<file path="config.mk">
export PLATFORM = sky130hd
export DESIGN_NAME = md5_hex_parser
export DESIGN_NICKNAME = d
export VERILOG_FILES = /design/src/rtl/md5_hex_parser.sv
export SDC_FILE = /design/constraint.sdc
export NUM_CORES = 1
export LEC_CHECK = 0
export BUFFER_PORTS_ARGS = -buffer_cell sky130_fd_sc_hd__buf_4
export CAP_MARGIN = 40
export CORE_ASPECT_RATIO = 0.7
export CORE_UTILIZATION = 40
export CTS_CLUSTER_DIAMETER = 150
export CTS_CLUSTER_SIZE = 16
export DETAILED_ROUTE_END_ITERATION = 6
export GPL_ROUTABILITY_DRIVEN = 0
export PLACE_DENSITY_LB_ADDON = 0.1
export SETUP_SLACK_MARGIN = 0.5
export SYNTH_ARGS = -nofsm -noshare
export SYNTH_HDL_FRONTEND = slang
export SYNTH_SLANG_ARGS = --single-unit
</file>
<file path="constraint.sdc">
create_clock -name clk -period 3.3 [get_ports clk]
set_input_delay 0.33 -clock clk [delete_from_list [all_inputs] [get_ports clk]]
set_output_delay 0.33 -clock clk [all_outputs]
set_load 0.02 [all_outputs]
</file>
<file path="src/rtl/md5_hex_parser.sv">
// md5_hex_parser: parses keyboard hex characters into a 128-bit MD5 digest
// packed {D,C,B,A} and compares the finished entry against a reference digest.
module md5_hex_parser #(
   parameter int unsigned NCHARS = 32
) (
   input  logic         clk,
   input  logic         reset,
   input  logic [7:0]   ascii,
   input  logic         ascii_valid,
   input  logic [127:0] ref_digest,
   output logic         ready,
   output logic [127:0] digest,
   output logic [5:0]   nibble_count,
   output logic         digest_valid,
   output logic         match,
   output logic         err,
   output logic [1:0]   err_code
);

   localparam int unsigned DW = 128;
   localparam int unsigned CW = 6;
   localparam int unsigned NW = 4;
   localparam logic [CW-1:0] FULL_CNT = CW'(NCHARS);

   localparam logic [1:0] ERR_BAD   = 2'd1;
   localparam logic [1:0] ERR_OVF   = 2'd2;
   localparam logic [1:0] ERR_SHORT = 2'd3;

   typedef enum logic [1:0] {
      COLLECT = 2'd0,
      FULL    = 2'd1,
      REPORT  = 2'd2
   } state_t;

   state_t          r_state;
   logic [DW-1:0]   r_digest;
   logic [CW-1:0]   r_count;
   logic            r_ready;
   logic            r_dv;
   logic            r_match;
   logic            r_err;
   logic [1:0]      r_err_code;

   state_t          w_state_nxt;
   logic [DW-1:0]   w_digest_nxt;
   logic [CW-1:0]   w_count_nxt;
   logic            w_dv_nxt;
   logic            w_match_nxt;
   logic            w_err_nxt;
   logic [1:0]      w_err_code_nxt;

   logic            w_is_hex;
   logic            w_is_bs;
   logic            w_is_enter;
   logic            w_is_nul;
   logic            w_is_bad;
   logic [NW-1:0]   w_nib;
   logic [4:0]      w_prev_pos;
   logic [4:0]      w_wr_idx;
   logic [4:0]      w_bs_idx;

   // Classify the incoming character and convert hex digits to a nibble
   always_comb begin
      w_is_hex   = 1'b0;
      w_nib      = '0;
      w_is_bs    = (ascii == 8'h08);
      w_is_enter = (ascii == 8'h0d);
      w_is_nul   = (ascii == 8'h00);
      if (ascii >= 8'h30 && ascii <= 8'h39) begin
         w_is_hex = 1'b1;
         w_nib    = ascii[3:0];
      end else if ((ascii >= 8'h61 && ascii <= 8'h66) ||
                   (ascii >= 8'h41 && ascii <= 8'h46)) begin
         w_is_hex = 1'b1;
         w_nib    = 4'(ascii[3:0] + 4'd9);
      end
      w_is_bad = !(w_is_hex || w_is_bs || w_is_enter || w_is_nul);
   end

   // Nibble slot for digit k: byte k/2, high nibble first within each byte
   always_comb begin
      w_prev_pos = 5'(r_count - CW'(1));
      w_wr_idx   = {r_count[4:1], ~r_count[0]};
      w_bs_idx   = {w_prev_pos[4:1], ~w_prev_pos[0]};
   end

   // Next-state and registered-output logic
   always_comb begin
      w_state_nxt    = r_state;
      w_digest_nxt   = r_digest;
      w_count_nxt    = r_count;
      w_dv_nxt       = 1'b0;
      w_match_nxt    = 1'b0;
      w_err_nxt      = 1'b0;
      w_err_code_nxt = 2'd0;
      unique case (r_state)
         COLLECT: begin
            if (ascii_valid) begin
               if (w_is_hex) begin
                  w_digest_nxt[{w_wr_idx, 2'b00} +: NW] = w_nib;
                  w_count_nxt = r_count + CW'(1);
                  if (w_count_nxt == FULL_CNT) w_state_nxt = FULL;
               end else if (w_is_bs) begin
                  if (r_count != '0) begin
                     w_digest_nxt[{w_bs_idx, 2'b00} +: NW] = '0;
                     w_count_nxt = r_count - CW'(1);
                  end
               end else if (w_is_enter) begin
                  w_err_nxt      = 1'b1;
                  w_err_code_nxt = ERR_SHORT;
               end else if (w_is_bad) begin
                  w_err_nxt      = 1'b1;
                  w_err_code_nxt = ERR_BAD;
               end
            end
         end
         FULL: begin
            if (ascii_valid) begin
               if (w_is_hex) begin
                  w_err_nxt      = 1'b1;
                  w_err_code_nxt = ERR_OVF;
               end else if (w_is_bs) begin
                  w_digest_nxt[{w_bs_idx, 2'b00} +: NW] = '0;
                  w_count_nxt = r_count - CW'(1);
                  w_state_nxt = COLLECT;
               end else if (w_is_enter) begin
                  w_state_nxt = REPORT;
               end else if (w_is_bad) begin
                  w_err_nxt      = 1'b1;
                  w_err_code_nxt = ERR_BAD;
               end
            end
         end
         REPORT: begin
            // Strobes are dropped here; the entry is judged and cleared
            w_dv_nxt     = 1'b1;
            w_match_nxt  = (r_digest == ref_digest);
            w_digest_nxt = '0;
            w_count_nxt  = '0;
            w_state_nxt  = COLLECT;
         end
         default: w_state_nxt = COLLECT;
      endcase
   end

   // State and output registers with synchronous reset
   always_ff @(posedge clk) begin
      if (reset) begin
         r_state    <= COLLECT;
         r_digest   <= '0;
         r_count    <= '0;
         r_ready    <= 1'b1;
         r_dv       <= 1'b0;
         r_match    <= 1'b0;
         r_err      <= 1'b0;
         r_err_code <= 2'd0;
      end else begin
         r_state    <= w_state_nxt;
         r_digest   <= w_digest_nxt;
         r_count    <= w_count_nxt;
         r_ready    <= (w_state_nxt != REPORT);
         r_dv       <= w_dv_nxt;
         r_match    <= w_match_nxt;
         r_err      <= w_err_nxt;
         r_err_code <= w_err_code_nxt;
      end
   end

   assign ready        = r_ready;
   assign digest       = r_digest;
   assign nibble_count = r_count;
   assign digest_valid = r_dv;
   assign match        = r_match;
   assign err          = r_err;
   assign err_code     = r_err_code;

endmodule

</file>
==> metrics.md <==
| Metric | Value |
|---|---|
| Area share of and/or/nand/nor cells after synthesis | `a little under a quarter` |
| Multi-input logic area | `just under 7000 µm²` |
| Post-Synth XOR/XNOR Area | `7.241%` |
| Adder-Cell Fraction of Synth Area | `1.876%` |
| Internal reg-to-reg setup slack | `slightly below 0.5 ns` |
| DRT iter0 DRCs | `slightly below 2000` |
| Post-Route Setup TNS | `0 ns` |
| Synth-to-Final Area Change | `38.56%` |
| Mean Syn Cell Area | `between 7 and 8 µm²` |
| Clock Power Share | `roughly two fifths` |
| Switching power total | `about 1.5 mW` |
| CTS buffer count | `17` |
| Worst Clk Skew | `around 0.016 ns` |
| Fmax | `0.3555 GHz` |
| Power Density | `around 330 nW/µm²` |
| Post-synthesis cell type count | `93` |
| Vias in the first global route | `approximately 11000` |
| First-pass GRT wire length | `74.66 mm` |
| Crit Path Class | `register to register` |
| Worst-path cell chain | `buf_4 > nor4_1 > or2_1 > mux2i_1 > or3_1 > a21bo_1 > a32o_1` |
| Placed cell count | `1903` |
| TritonCTS clock tree | `yes` |
| #FFs+latches synth | `142` |
| Total Routed Length | `about 54 mm` |
| Slew Viols, Final | `0` |
| CTS root buf | `clkbuf_16` |
| FILL cells | `~2400` |
| Post-synthesis cell area | `about 10000 µm²` |
| Rows | `48` |
| Longest Clk Path Bufs | `2` |
| Dominant synthesized flop cell | `dfxtp_1` |
| Ports | `279` |
| Post-DP HPWL | `around 43 mm` |
| Hold Crit Endpoint | `digest_valid` |
| Die Y | `134.3 µm` |
| # Max-Cap Violations | `0` |
| Global route total overflow | `0` |
| Number of port buffers | `around 280` |
| Ys Warns | `0` |
| Leak | `roughly 5.4 nW` |
| Final ANT Viol Nets | `0` |
| Htree depth | `4` |
| Setup WS post-layout | `0.4874 ns` |
| DRT Pass-1 Iters | `7` |
| Synth Net Count | `between 1000 and 1500` |
| Period utilization | `between 80% and 90%` |
| Initial antenna violation count | `3` |
| Die X | `about 190 µm` |
| Residual DRC | `11` |
| Routed via count | `around 13000` |
| Final setup viols | `0` |
| Critical Path Start Type | `register` |
| Synth area leaders | `dfxtp_1 28%, xnor2_1 4.5%, nand2_1 4.4%` |
| Initial Util | `between 40 and 50%` |
| Global routing usage on met1 | `between 50 and 60%` |
| R2R depth | `7` |
| Reg2Reg Launch Point | `nibble_count[1]` |
| Clock Pin Slew Worst Setup and Hold Paths | `about 0.07 ns` |
| Fin cells | `just under 2000` |
| Via density | `6.612` |
| Die area | `25660 µm²` |
| Slew @ Worst Pin | `0.8734 ns` |
| GRT Util Overall | `between 40% and 50%` |
| Wirelength per Cell | `around 28 µm` |
| Clk_lat worst skew | `approximately 0.45 ns` |
| CORE AREA | `24620 µm²` |
| Sequential Area | `between 2000 and 3000 µm²` |
| Unrepaired setup endpoints after global routing | `yes` |
| Worst min-delay path class | `primary input to register` |
| Final Util | `a little under three fifths` |
| VDD IR max | `0.0003604 V` |
| Final critical-path required period | `~2.8 ns` |
| Net Sw Frac | `roughly a third` |
| Nets | `between 1500 and 2000` |
| GRT Max-Usage Layer | `met1` |
| Most frequent cells in the layout | `389 x buf_4, 139 x dfxtp_1, 117 x nand2_1` |
| Share of the synthesized area in the top cell type | `between 20 and 30%` |
| Ys async rst share | `0%` |
| Violated checks | `design-rule violations` |
| Rel. slew slack | `41.36%` |
| Final Hold Violating Endpoints | `0` |
| Status | `finished with violations` |
| Sequential power share | `between 30% and 40%` |
| Proportion of layout cells with a drive suffix above 1 | `30.49%` |
| Sinks on the clock net | `142` |
| Critical path launch point | `nibble_count[1]` |
| Worst hold stages | `2` |
| Worst Path Required | `~3.6 ns` |
| CP Max Fanout | `8` |
| Synth Area in Compound Gates | `~31%` |
| Commonest non-fill, non-tap cell in the layout | `buf_4` |
| Max stage delay on crit path | `0.59 ns` |
| Critical Path Slowest Stage Cell | `nor4_1` |
| Combinational Power Share | `between 20% and 30%` |
| Crit. End Element | `register` |
| Largest net degree at the start of global routing | `52` |
| GRT met3 Usage | `20.51%` |
| Dominant cell type by area after synthesis | `dfxtp_1` |
| Internal power | `slightly above 3 mW` |
| Setup WS pre-CTS | `-0.08330 ns` |
| Crit path DAT | `3.14 ns` |
| Min-delay src | `reset` |
| Largest family of logic cells by synthesized area | `compound AO/OA/AOI/OAI gates` |
| Met2 usage | `~53%` |
| Post-Synthesis Cells | `between 1000 and 1500` |
| Sequential fraction of the synthesis area | `between 20% and 30%` |
| Post-synth EDFFs | `0` |
| Mux cell area share after synthesis | `between 1 and 1.5%` |
[power groups by stage]
stage               sequential, mW  clock [mW]  combinational [mW]
floorplan                     1.78           0               0.433
global placement              1.78           0               0.870
detailed placement            1.78           0               0.871
CTS                           1.74        1.89               0.898
global route                  1.74        1.95               0.996
finish                        1.74        1.90               0.971
[repair_timing]
item                       in CTS  in global routing
setup buffers                   7                 10
pin swaps                       2                  5
hold buffers                    0                  0
setup endpoints to repair     120                 89
gates resized for setup        26                 20
[final cells by class]
cell class,count,share of cell area [%]
inverter,81,2.248
multi-input combinational,980,48.77
sequential,142,20.57
clock buffer,18,3.096
tap,325,2.933
antenna,1,0.01805
clock inverter,14,0.8665
timing repair buffer,392,21.50
[routing by layer]
layer,wire length (µm),vias to the layer above
met5,23,-
met2,20510,1091
met1,21880,6125
met3,9579,166
li1,-,5527
met4,1716,4
[stage by stage]
step / cell area (µm²) / total power [mW] / hold WS, ns
floorplan: 10020 / 2.214 / 0.4101
global placement: 12950 / 2.648 / 0.4846
detailed placement: 12950 / 2.650 / 0.4876
CTS: 13680 / 4.526 / 0.2140
global route: 13860 / 4.687 / 0.2116
finish: 13860 / 4.608 / 0.2344
[worst max-delay path: cells and delay by family, from the launching register on]
kind                   cells  cell delay [ns]
AND/OR/NAND/NOR            3             1.46
flip-flops                 1             0.37
multiplexers               1             0.13
buffers and inverters      1             0.17
AO/OA/AOI/OAI              2             0.56
[worst max-delay path by stage]
stage	end	slack, ns	cells past startpoint
floorplan	register	0.51	10
global placement	register	-0.1	8
detailed placement	register	-0.08	8
CTS	register	0.49	9
global route	register	0.46	10
finish	register	0.49	7
[Yosys cell counts (5+ instances only)]
master     instances
a22oi_1           11
and2_1            17
clkbuf_1          56
nand4_1           38
nand3_1           49
buf_6              5
xnor2_1           51
a21oi_1           69
mux2_2             5
o21ai_1           18
mux2i_1            9
nor4_1            30
nor2b_1           12
nand2_1          117
nor2_1            65
o21ai_0           46
dfxtp_1          142
a32o_1            18
o32ai_1           16
nor3b_1            7
o2111ai_1          5
a211oi_1          22
a22o_1            21
or3_1              9
o22ai_1           35
nor3_1            36
a221oi_1          13
nand2b_1          19
ha_1              15
inv_1             79
a221o_1            6
a31oi_1           19
o2bb2ai_1         30
buf_2              7
and3_1             8
o211ai_1          16
a211oi_2           8
a311oi_1           6
a211o_1           10
xor2_1            29
o31ai_1            8
[logic make-up (layout without fill, tap and decap cells)]
logic type / count (synthesis) / count (layout)
adder cells (fa/ha/maj): 15 / 15
multiplexers: 14 / 14
AND/OR/NAND/NOR: 443 / 443
AO/OA/AOI/OAI: 427 / 427
XOR/XNOR: 81 / 81
other: 0 / 1
flip-flops: 142 / 142
buffers and inverters: 154 / 505
Power figures use the tool's default switching activity.
